## src/rtl/mux_serializer_if.sv

```systemverilog
// Handshake bundle for mux_serializer: word load side and serial bit side.
// Also carries the registered word and select index that drive muxN.
interface mux_serializer_if #(
    parameter int N = 8
);
    localparam int SW = $clog2(N);

    logic          load_valid;
    logic          load_ready;
    logic [N-1:0]  data_in;
    logic          msb_first;
    logic [N-1:0]  data_q;
    logic [SW-1:0] ss;
    logic          bit_valid;
    logic          bit_ready;
    logic          bit_out;
    logic          bit_last;

    modport slave (
        input  load_valid, data_in, msb_first, bit_ready,
        output load_ready, data_q, ss, bit_valid, bit_out, bit_last
    );

    modport master (
        output load_valid, data_in, msb_first, bit_ready,
        input  load_ready, data_q, ss, bit_valid, bit_out, bit_last
    );
endinterface

```

## src/rtl/mux_serializer.sv

```systemverilog
// Parallel-to-serial front end for muxN: latches a word and walks the
// select index across all N positions, one bit per output handshake.
module mux_serializer #(
    parameter int N = 8
) (
    input logic           clk,
    input logic           n_rst,
    mux_serializer_if.slave bus
);
    localparam int SW = $clog2(N);
    localparam logic [SW-1:0] TOP = SW'(N - 1);

    typedef enum logic {
        IDLE,
        SHIFT
    } state_t;

    state_t        state;
    logic [N-1:0]  data_q;
    logic [SW-1:0] ss;
    logic          dir;

    logic bit_valid;
    logic last;
    logic load_ready;
    logic load;
    logic step;

    assign bit_valid  = (state == SHIFT);
    assign last       = bit_valid && (ss == (dir ? '0 : TOP));
    assign load_ready = !bit_valid || (last && bus.bit_ready);
    assign load       = bus.load_valid && load_ready;
    assign step       = bit_valid && bus.bit_ready;

    // A load on the last-bit edge takes priority, giving back-to-back words.
    always_ff @(posedge clk or negedge n_rst) begin
        if (!n_rst) begin
            state  <= IDLE;
            data_q <= '0;
            ss     <= '0;
            dir    <= 1'b0;
        end else if (load) begin
            state  <= SHIFT;
            data_q <= bus.data_in;
            dir    <= bus.msb_first;
            ss     <= bus.msb_first ? TOP : '0;
        end else if (step) begin
            if (last) begin
                state <= IDLE;
            end else if (dir) begin
                ss <= ss - SW'(1);
            end else begin
                ss <= ss + SW'(1);
            end
        end
    end

    assign bus.load_ready = load_ready;
    assign bus.data_q     = data_q;
    assign bus.ss         = ss;
    assign bus.bit_valid  = bit_valid;
    assign bus.bit_out    = data_q[ss];
    assign bus.bit_last   = last;
endmodule

```

## src/flat_wrapper.sv

```systemverilog
// flat-port wrapper written by rule: the top's interface ports become plain ports
module mux_serializer_flat 
#(
    parameter int N = 8
)
  (clk, n_rst, bus_load_valid, bus_data_in, bus_msb_first, bus_bit_ready, bus_load_ready, bus_data_q, bus_ss, bus_bit_valid, bus_bit_out, bus_bit_last);
  mux_serializer_if #(.N(N)) bus_i ();
  input logic clk;
  input logic n_rst;
  input wire logic [$bits(bus_i.load_valid)-1:0] bus_load_valid;
  input wire logic [$bits(bus_i.data_in)-1:0] bus_data_in;
  input wire logic [$bits(bus_i.msb_first)-1:0] bus_msb_first;
  input wire logic [$bits(bus_i.bit_ready)-1:0] bus_bit_ready;
  output wire logic [$bits(bus_i.load_ready)-1:0] bus_load_ready;
  output wire logic [$bits(bus_i.data_q)-1:0] bus_data_q;
  output wire logic [$bits(bus_i.ss)-1:0] bus_ss;
  output wire logic [$bits(bus_i.bit_valid)-1:0] bus_bit_valid;
  output wire logic [$bits(bus_i.bit_out)-1:0] bus_bit_out;
  output wire logic [$bits(bus_i.bit_last)-1:0] bus_bit_last;
  assign bus_i.load_valid = bus_load_valid;
  assign bus_i.data_in = bus_data_in;
  assign bus_i.msb_first = bus_msb_first;
  assign bus_i.bit_ready = bus_bit_ready;
  assign bus_load_ready = bus_i.load_ready;
  assign bus_data_q = bus_i.data_q;
  assign bus_ss = bus_i.ss;
  assign bus_bit_valid = bus_i.bit_valid;
  assign bus_bit_out = bus_i.bit_out;
  assign bus_bit_last = bus_i.bit_last;
  mux_serializer #(.N(N)) u_core (.clk(clk), .n_rst(n_rst), .bus(bus_i));
endmodule
```

## config.mk

```make
export PLATFORM = sky130hd
export DESIGN_NAME = mux_serializer_flat
export DESIGN_NICKNAME = d
export VERILOG_FILES = /design/src/rtl/mux_serializer_if.sv /design/src/rtl/mux_serializer.sv /design/src/flat_wrapper.sv
export SDC_FILE = /design/constraint.sdc
export NUM_CORES = 1
export LEC_CHECK = 0
export CAP_MARGIN = 20
export CORE_MARGIN = 8
export CORE_UTILIZATION = 42
export CTS_CLUSTER_DIAMETER = 40
export DETAILED_ROUTE_END_ITERATION = 12
export PLACE_DENSITY = 0.79
export SLEW_MARGIN = 25
export SYNTH_ARGS = -nofsm -noshare
export SYNTH_HDL_FRONTEND = slang
export SYNTH_SLANG_ARGS = --single-unit
```

## constraint.sdc

```tcl
create_clock -name clk -period 1.9 [get_ports clk]
set_input_delay 0.57 -clock clk [delete_from_list [all_inputs] [get_ports clk]]
set_output_delay 0.57 -clock clk [all_outputs]
set_load 0.02 [all_outputs]
```

== Word level (Yosys, flattened, before mapping) ==
Cells that the tools add are included.

* Bits of input ports: 13
* Register bits after elaboration: 13

* $lt $le $gt $ge: 1
* Multiplexer cells: 11
* Reductions and logical operators: 10
* Equal/unequal tests: 2
* Add/subtract/negate cells: 2

{| class="wikitable"
|+ Operators by type and width
! cell !! count
|-
| $mux W3 || 6
|-
| $logic_and A1 B1 Y1 || 4
|-
| $lt A3 B4 Y1 const B || 1
|-
| $mux W1 || 4
|-
| $reduce_and A2 Y1 || 2
|-
| $reduce_bool A2 Y1 || 2
|-
| $add A3 B1 Y3 const B || 1
|-
| $bmux W1 S3 || 1
|-
| $eq A3 B3 Y1 || 1
|-
| $sub A3 B1 Y3 const B || 1
|-
| $ne A2 B2 Y1 const B || 1
|-
| $logic_not A1 Y1 || 1
|-
| $logic_or A1 B1 Y1 || 1
|}

== Longest topological paths before layout ==
* Depth after elaboration: 8
* Mapped depth: 6

== Least setup slack after synthesis ==
OpenSTA, ideal clock, no wires.

* Path kind: reg-to-output
* Start point: register u_core.ss[1] (netlist: u_core.bus.ss[1])
* End point: output bus_load_ready
* Buffers on the path: 0
* Setup slack: -0.148 ns
* Data required time: 1.330 ns
* Cell stages (with the launch flop): 4
* Arrival time: 1.478 ns
* Cell sequence: dfrtp_1 ha_1 nand2_1 o21ai_0

* Longest elaborated chain between the ends: 4

{| class="wikitable"
|+ Ends and longest elaborated chain
! element !! RTL line !! RTL
|-
| start, declared || mux_serializer.sv:20 || <nowiki>logic [SW-1:0] ss;</nowiki>
|-
| start signal, assigned || mux_serializer.sv:46 || <nowiki>ss <= bus.msb_first ? TOP : '0;</nowiki>
|-
| start signal, assigned || mux_serializer.sv:51 || <nowiki>ss <= ss - SW'(1);</nowiki>
|-
| start signal, assigned || mux_serializer.sv:53 || <nowiki>ss <= ss + SW'(1);</nowiki>
|-
| $eq A3 B3 Y1 || mux_serializer.sv:30 || <nowiki>assign last = bit_valid && (ss == (dir ? '0 : TOP));</nowiki>
|-
| $logic_and A1 B1 Y1 || mux_serializer.sv:30 ||
|-
| $logic_and A1 B1 Y1 || mux_serializer.sv:31 || <nowiki>assign load_ready = !bit_valid || (last && bus.bit_ready);</nowiki>
|-
| $logic_or A1 B1 Y1 || mux_serializer.sv:31 ||
|-
| end, declared || flat_wrapper.sv:14 || <nowiki>output wire logic [$bits(bus_i.load_ready)-1:0] bus_load_ready;</nowiki>
|}

No other way between the ends.

== Worst setup path after layout ==
* Start point: register u_core.ss[0] (netlist: u_core.bus.ss[0])
* End point: output bus_bit_out

* Longest elaborated chain between the ends: 2

{| class="wikitable"
|+ Ends and longest elaborated chain
! element !! RTL line !! RTL
|-
| $bmux W1 S3 || mux_serializer.sv:62 || <nowiki>assign bus.bit_out = data_q[ss];</nowiki>
|-
| $mux W1 (implied by the code) || mux_serializer.sv:62 ||
|-
| end, declared || flat_wrapper.sv:18 || <nowiki>output wire logic [$bits(bus_i.bit_out)-1:0] bus_bit_out;</nowiki>
|}

No other way between the ends. The select of a mux whose other input is x is not followed.

==> run summary <==
syn avg cell area: 12.0 um2
Max FO, Critical Path: 4
FP Rows: 15
RSZ-0062 raised after global routing: true
gpl congestion: 0.781
area of the multi-input gates: 432 um2
transition time of the tightest slew-check pin: 261 ps
Max Slew Vio Count: 0
crit path capture type: output pin
core region area: 1690 um2
first-pass GRT wire length: 3640 um
Yosys reg bits: 13
Inserted Clock Buffers: 3
DRC viols: 0
clk sinks: 13
Vias/cell: 5.38
DRT antenna net count: 0
first drt pass iteration count: 3
CP Data Required Time: 1330 ps
Synth Cell Area: 733 um2
total wire length: 2230 um
pre-CTS setup slack: -566 ps
Gate Count Post-Synth: 61
GRT Util Overall: 0.141
worst hold path type: in2async
DR iter-0 viols: 10
most frequent cells in the layout: buf_4 (18), clkdlybuf4s50_1 (12), dlygate4sd2_1 (12), dfrtp_1 (12), mux2_4 (7)
failing checks: setup timing
critical path arrival: 1530 ps
register area share after synthesis: 0.444
largest net degree at the start of global routing: 15
total number of yosys warnings: 0
Static Leak: 0.634 nW
Max clock buf depth: 2
Fillers: 126
most common cell after layout, fill and taps aside: buf_4
fin crit period: 2100 ps
max-cap violations: 0
Die X: 57.8 um
outcome: complete, but fails checks
post-route clock period utilization: 1.11
top cell type by total area after synthesis: dfrtp_1
Max IR drop VDD: 0.00123 V
Final WS setup: -200 ps
Reg area: 327 um2
H-tree levels: 1
critical path class: reg2out
clock-pin slew on the worst setup and hold paths: 80 ps
worst relative slew slack: 0.826
initial antenna violation count: 0
final setup vio count: 4
f_max: 476 MHz
Layout area overhead: 71.3%
# port buffers: 27
share of cells above drive strength 1: 0.442
DR WL/cell: 17.2 um
vias in the first global route: 794
I/O pin cnt: 28
Final Hold Viols: 0
Power Density: 1860 nW/um2
die height: 57.8 um
total negative slack: -522 ps
CTS tree: done
Yosys top cell area share: 0.444
Final #Nets: 129
clk root buf: clkbuf_4
Skew-Pair Late Insertion Delay: 280 ps
ANT cells: 0
Worst Hold Slack: 594 ps
via count: 699
Setup Skew: 0.450 ps
syn_nets: 76
synth unique cells: 24
top post-synthesis cells by area: dfrtp_1 (44%), mux2_2 (12%), mux4_1 (7.2%), nand2_1 (3.6%), inv_1 (3.1%)
total power: 0.00234 W
gr ovfl total: 0
Starting Density: 0.434
type of origin of the critical path: flip-flop
HPWL after detailed placement: 1570 um
die area: 3340 um2
[worst paths after layout]
| check | depth (start not counted) | start | slack [ps] | end |
|---|---|---|---|---|
| max in group asynchronous | 2 | n_rst | 1130 | u_core.bus.ss[0] |
| worst max register to register | 8 | u_core.bus.ss[0] | -20 | u_core.bus.data_q[0] |
| worst min-delay path | 2 | n_rst | 590 | u_core.bus.ss[2] |
| min in group clk | 2 | u_core.bus.data_q[7] | 600 | u_core.bus.data_q[7] |
| worst max-delay path | 4 | u_core.bus.ss[0] | -200 | bus_bit_out |
| worst min register to register | 2 | u_core.bus.data_q[7] | 600 | u_core.bus.data_q[7] |
[stage by stage]
stage          cells  utilization  instance area, um2
6_report         130        0.744                1260
5_1_grt          130        0.744                1260
4_1_cts          129        0.716                1210
3_5_place_dp     123        0.679                1150
3_3_place_gp     123        0.679                1150
2_1_floorplan     61            -                 733
[logic make-up after synthesis]
logic type / share of synthesized area
XOR/XNOR: 0.0119
adder cells (fa/ha/maj): 0.0444
AO/OA/AOI/OAI: 0.121
multiplexers: 0.222
flip-flops: 0.444
AND/OR/NAND/NOR: 0.0990
buffers and inverters: 0.0580
[flip-flops by register name, summed over array words and instances, names as in the netlist]
name,cells
u_core.bus.data_q,8
u_core.bus.ss,3
u_core.bus.bit_valid,1
u_core.dir,1
[power by group]
group | total [W] | internal [W] | switching [W]
Clock | 0.000175 | 0.0000816 | 0.0000936
Sequential | 0.000537 | 0.000414 | 0.000122
Combinational | 0.00163 | 0.000884 | 0.000747
[cells in the mapped netlist, drive strengths merged]
library cell   n
dfrtp         13
mux2           8
nand2          7
inv            6
nor2           3
o21ai          3
a21o           2
a21oi          2
mux2i          2
mux4           2
o22ai          2
a31o           1
a31oi          1
and3           1
and3b          1
buf            1
fa             1
ha             1
nand2b         1
nand3          1
o22a           1
xor2           1
[worst max-delay path: stages (launching register included)]
cell and delay (ps):
dfrtp_2 440, mux4_2 550, nand2_2 90, nand2_2 50
buf_6 120
[layer usage]
| layer | vias up | wire [um] | track usage |
|---|---|---|---|
| met4 | 0 | 26 | 0.0524 |
| met5 | - | 0 | 0 |
| met1 | 346 | 882 | 0.140 |
| li1 | 323 | - | - |
| met2 | 25 | 1150 | 0.257 |
| met3 | 5 | 171 | 0.0574 |
[final cells by class]
class / count / share of cell area
Timing Repair Buffer: 48 / 0.341
Multi-Input combinational cell: 42 / 0.344
Inverter: 6 / 0.0179
Sequential cell: 13 / 0.260
Clock buffer: 4 / 0.0209
Tap cell: 17 / 0.0169
[what timing repair did]
| action | 4_1_cts | 5_1_grt |
|---|---|---|
| hold buffers | 0 | 0 |
| resized for setup | 41 | 10 |
| pin swaps | 3 | 1 |
| buffers inserted | 2 | 0 |
| gates cloned | 0 | 1 |
| endpoints found under the setup margin | 14 | 15 |
(Power assumes the default switching activity.)
==> edit: new RTL, config.mk and constraints unchanged <==
`N` is set to 8 in 3 places; all go to 16.
--- a/src/rtl/mux_serializer_if.sv
+++ b/src/rtl/mux_serializer_if.sv
@@ -2,5 +2,5 @@
 // Also carries the registered word and select index that drive muxN.
 interface mux_serializer_if #(
-    parameter int N = 8
+    parameter int N = 16
 );
     localparam int SW = $clog2(N);
--- a/src/rtl/mux_serializer.sv
+++ b/src/rtl/mux_serializer.sv
@@ -2,5 +2,5 @@
 // select index across all N positions, one bit per output handshake.
 module mux_serializer #(
-    parameter int N = 8
+    parameter int N = 16
 ) (
     input logic           clk,
--- a/src/flat_wrapper.sv
+++ b/src/flat_wrapper.sv
@@ -2,5 +2,5 @@
 module mux_serializer_flat 
 #(
-    parameter int N = 8
+    parameter int N = 16
 )
   (clk, n_rst, bus_load_valid, bus_data_in, bus_msb_first, bus_bit_ready, bus_load_ready, bus_data_q, bus_ss, bus_bit_valid, bus_bit_out, bus_bit_last);
Ports: changed (resized bus_data_in, bus_data_q and bus_ss); port bits go from 28 to 45. The function was not compared with the original's and may differ.
==> edit against the unedited design <==
The flow still finishes with violations (setup timing). Fmax fell by 17%. Setup slack got worse by 0.43 ns. Sequential share of layout area up 1.8 points. Wire length up 53%. Critical path depth is 1 lower. Area after synthesis up 67%. Count of clock-buffer cells in the layout unchanged. Power rose by 55%. Cell count up 51%. Design area up 58%. Sequential cell count up 9. Clock skew is 0.0086 ns higher. Critical endpoint unchanged. Highest routed layer unchanged.
==> edit: results (changes against the unedited design) <==
Clock tree
  • Post-cts gate resize count: 38 (was 41)
  • Post-CTS Setup Bufs: 0 (was 2)
  • Clock-pin slew on the worst setup and hold paths: 0.13 ns (was 0.08 ns)
  • Latest clock arrival within the worst-skew pair: 0.32 ns (was 0.28 ns)

GRT
  • Global-route met2 utilization: 0.2132 (was 0.2572)
  • Total global-route track usage: 0.1381 (was 0.1411)
  • Global-route wire length before repair: 5.582 mm (was 3.636 mm)
  • Met3 demand-to-capacity share in global routing: 0.04944 (was 0.05740)
  • Largest net degree at the start of global routing: 23 (was 15)
  • Grt met1 use: 0.1667 (was 0.1399)
  • Number of global-route vias before repair: 1136 (was 794)

Placed design
  • Post-place setup slack: -0.6962 ns (was -0.5659 ns)
  • Placer Congestion: 0.8018 (was 0.7812)
  • Estimated wirelength of the detail-placed design: 2.509 mm (was 1.566 mm)

Min path
  • Class of the most critical hold timing path: reg -> reg (was in -> async)

Cells and area
  • FF+latch count: 22 (was 13)
  • Buffer share of cell area: 0.3571 (was 0.3406)
  • Clock network area share: 0.01322 (was 0.02092)
  • Fin nets: 190 (was 129)
  • Count of plain and timing-repair buffers in the layout: 75 (was 48)
  • Multi-input combinational gate total: 59 (was 42)
  • Inverters excl. clock: 5 (was 6)
  • Area growth from synthesis to final layout: 62.54% (was 71.33%)
  • Biggest registers after layout: u_core.bus.data_q: 16 flops, u_core.bus.ss: 4 flops (was u_core.bus.data_q: 8 flops, u_core.bus.ss: 3 flops)
  • Sequential fraction of total cell area: 0.2783 (was 0.2600)

Route
  • Detailed-routed wire length on met2: 1.558 mm (was 1.151 mm)
  • DR WL/cell: 17.46 um (was 17.16 um)
  • Number of DRC violations after detailed-routing iteration 0: 28 (was 10)
  • DRT Wirelength: 3.423 mm (was 2.231 mm)
  • Wire length on met3: 305 um (was 171 um)
  • Detailed-routing iteration count for the pre-antenna-repair pass: 4 (was 3)

STA
  • Final worst-path setup slack: -0.6274 ns (was -0.1998 ns)
  • Count of endpoints failing setup in the final report: 24 (was 4)
  • TNS Setup: -5.966 ns (was -0.5219 ns)
  • Slew @ Worst Pin: 0.3355 ns (was 0.2615 ns)
  • Worst Hold Margin: 0.5553 ns (was 0.5943 ns)
  • Post-Route Skew: 0.009064 ns (was 0.0004503 ns)

Synth
  • List of most frequent post-synthesis cells: sky130_fd_sc_hd__dfrtp_1, sky130_fd_sc_hd__mux2_4, sky130_fd_sc_hd__nand2_1, sky130_fd_sc_hd__inv_1, sky130_fd_sc_hd__a21oi_1 (was sky130_fd_sc_hd__dfrtp_1, sky130_fd_sc_hd__mux2_2, sky130_fd_sc_hd__nand2_1, sky130_fd_sc_hd__inv_1, sky130_fd_sc_hd__nor2_1)
  • Number of standard cells after synthesis: 89 (was 61)
  • Unique cell type count in the Yosys netlist: 28 (was 24)

Setup path
  • Reg2Reg Setup Slack: -0.25 ns (was -0.02 ns)
  • Worst-path maximum fanout: 6 (was 4)
  • Largest stage delay on the critical path: 0.52 ns (was 0.55 ns)

Status
  • Status: finished, violations left (unchanged)
  • Violations in the final reports: setup timing (unchanged)

Power
  • Maximum resistive drop on vdd: 1251 uV (was 1233 uV)
==> edit: cell types whose count changed after synthesis, sizes merged, moves of 2 or more <==
cell / unedited run / this run
mux4: 2 / 5
mux2: 8 / 17
a21oi: 2 / 5
dfrtp: 13 / 22
nand2b: 1 / 3
o22ai: 2 / 0
xnor2: 0 / 2
buf: 1 / 3
mux2i: 2 / 0
==> edit: cell families after synthesis <==
kind of cell	count (synthesis)	synth area share
flip-flops	22	0.4504
multiplexers	22	0.3009
XOR/XNOR	2	0.01433
buffers and inverters	8	0.04299
adder cells (fa/ha/maj)	3	0.03684
AND/OR/NAND/NOR	17	0.07268
AO/OA/AOI/OAI	15	0.08189
==> edit: power by group through the flow <==
stage	logic [uW]	registers (uW)	clock network, uW
after floorplan	1130	1150	0
after global placement	2460	895	0
after detailed placement	2520	913	0
after CTS	2370	903	235
after global routing	2690	935	251
final	2510	898	232
==> edit: critical path, delay by kind of cell, from the launching register on <==
family / cells / cell delay [ns]
mux: 2 / 1.01
flops: 1 / 0.48
buf+inv: 1 / 0.15
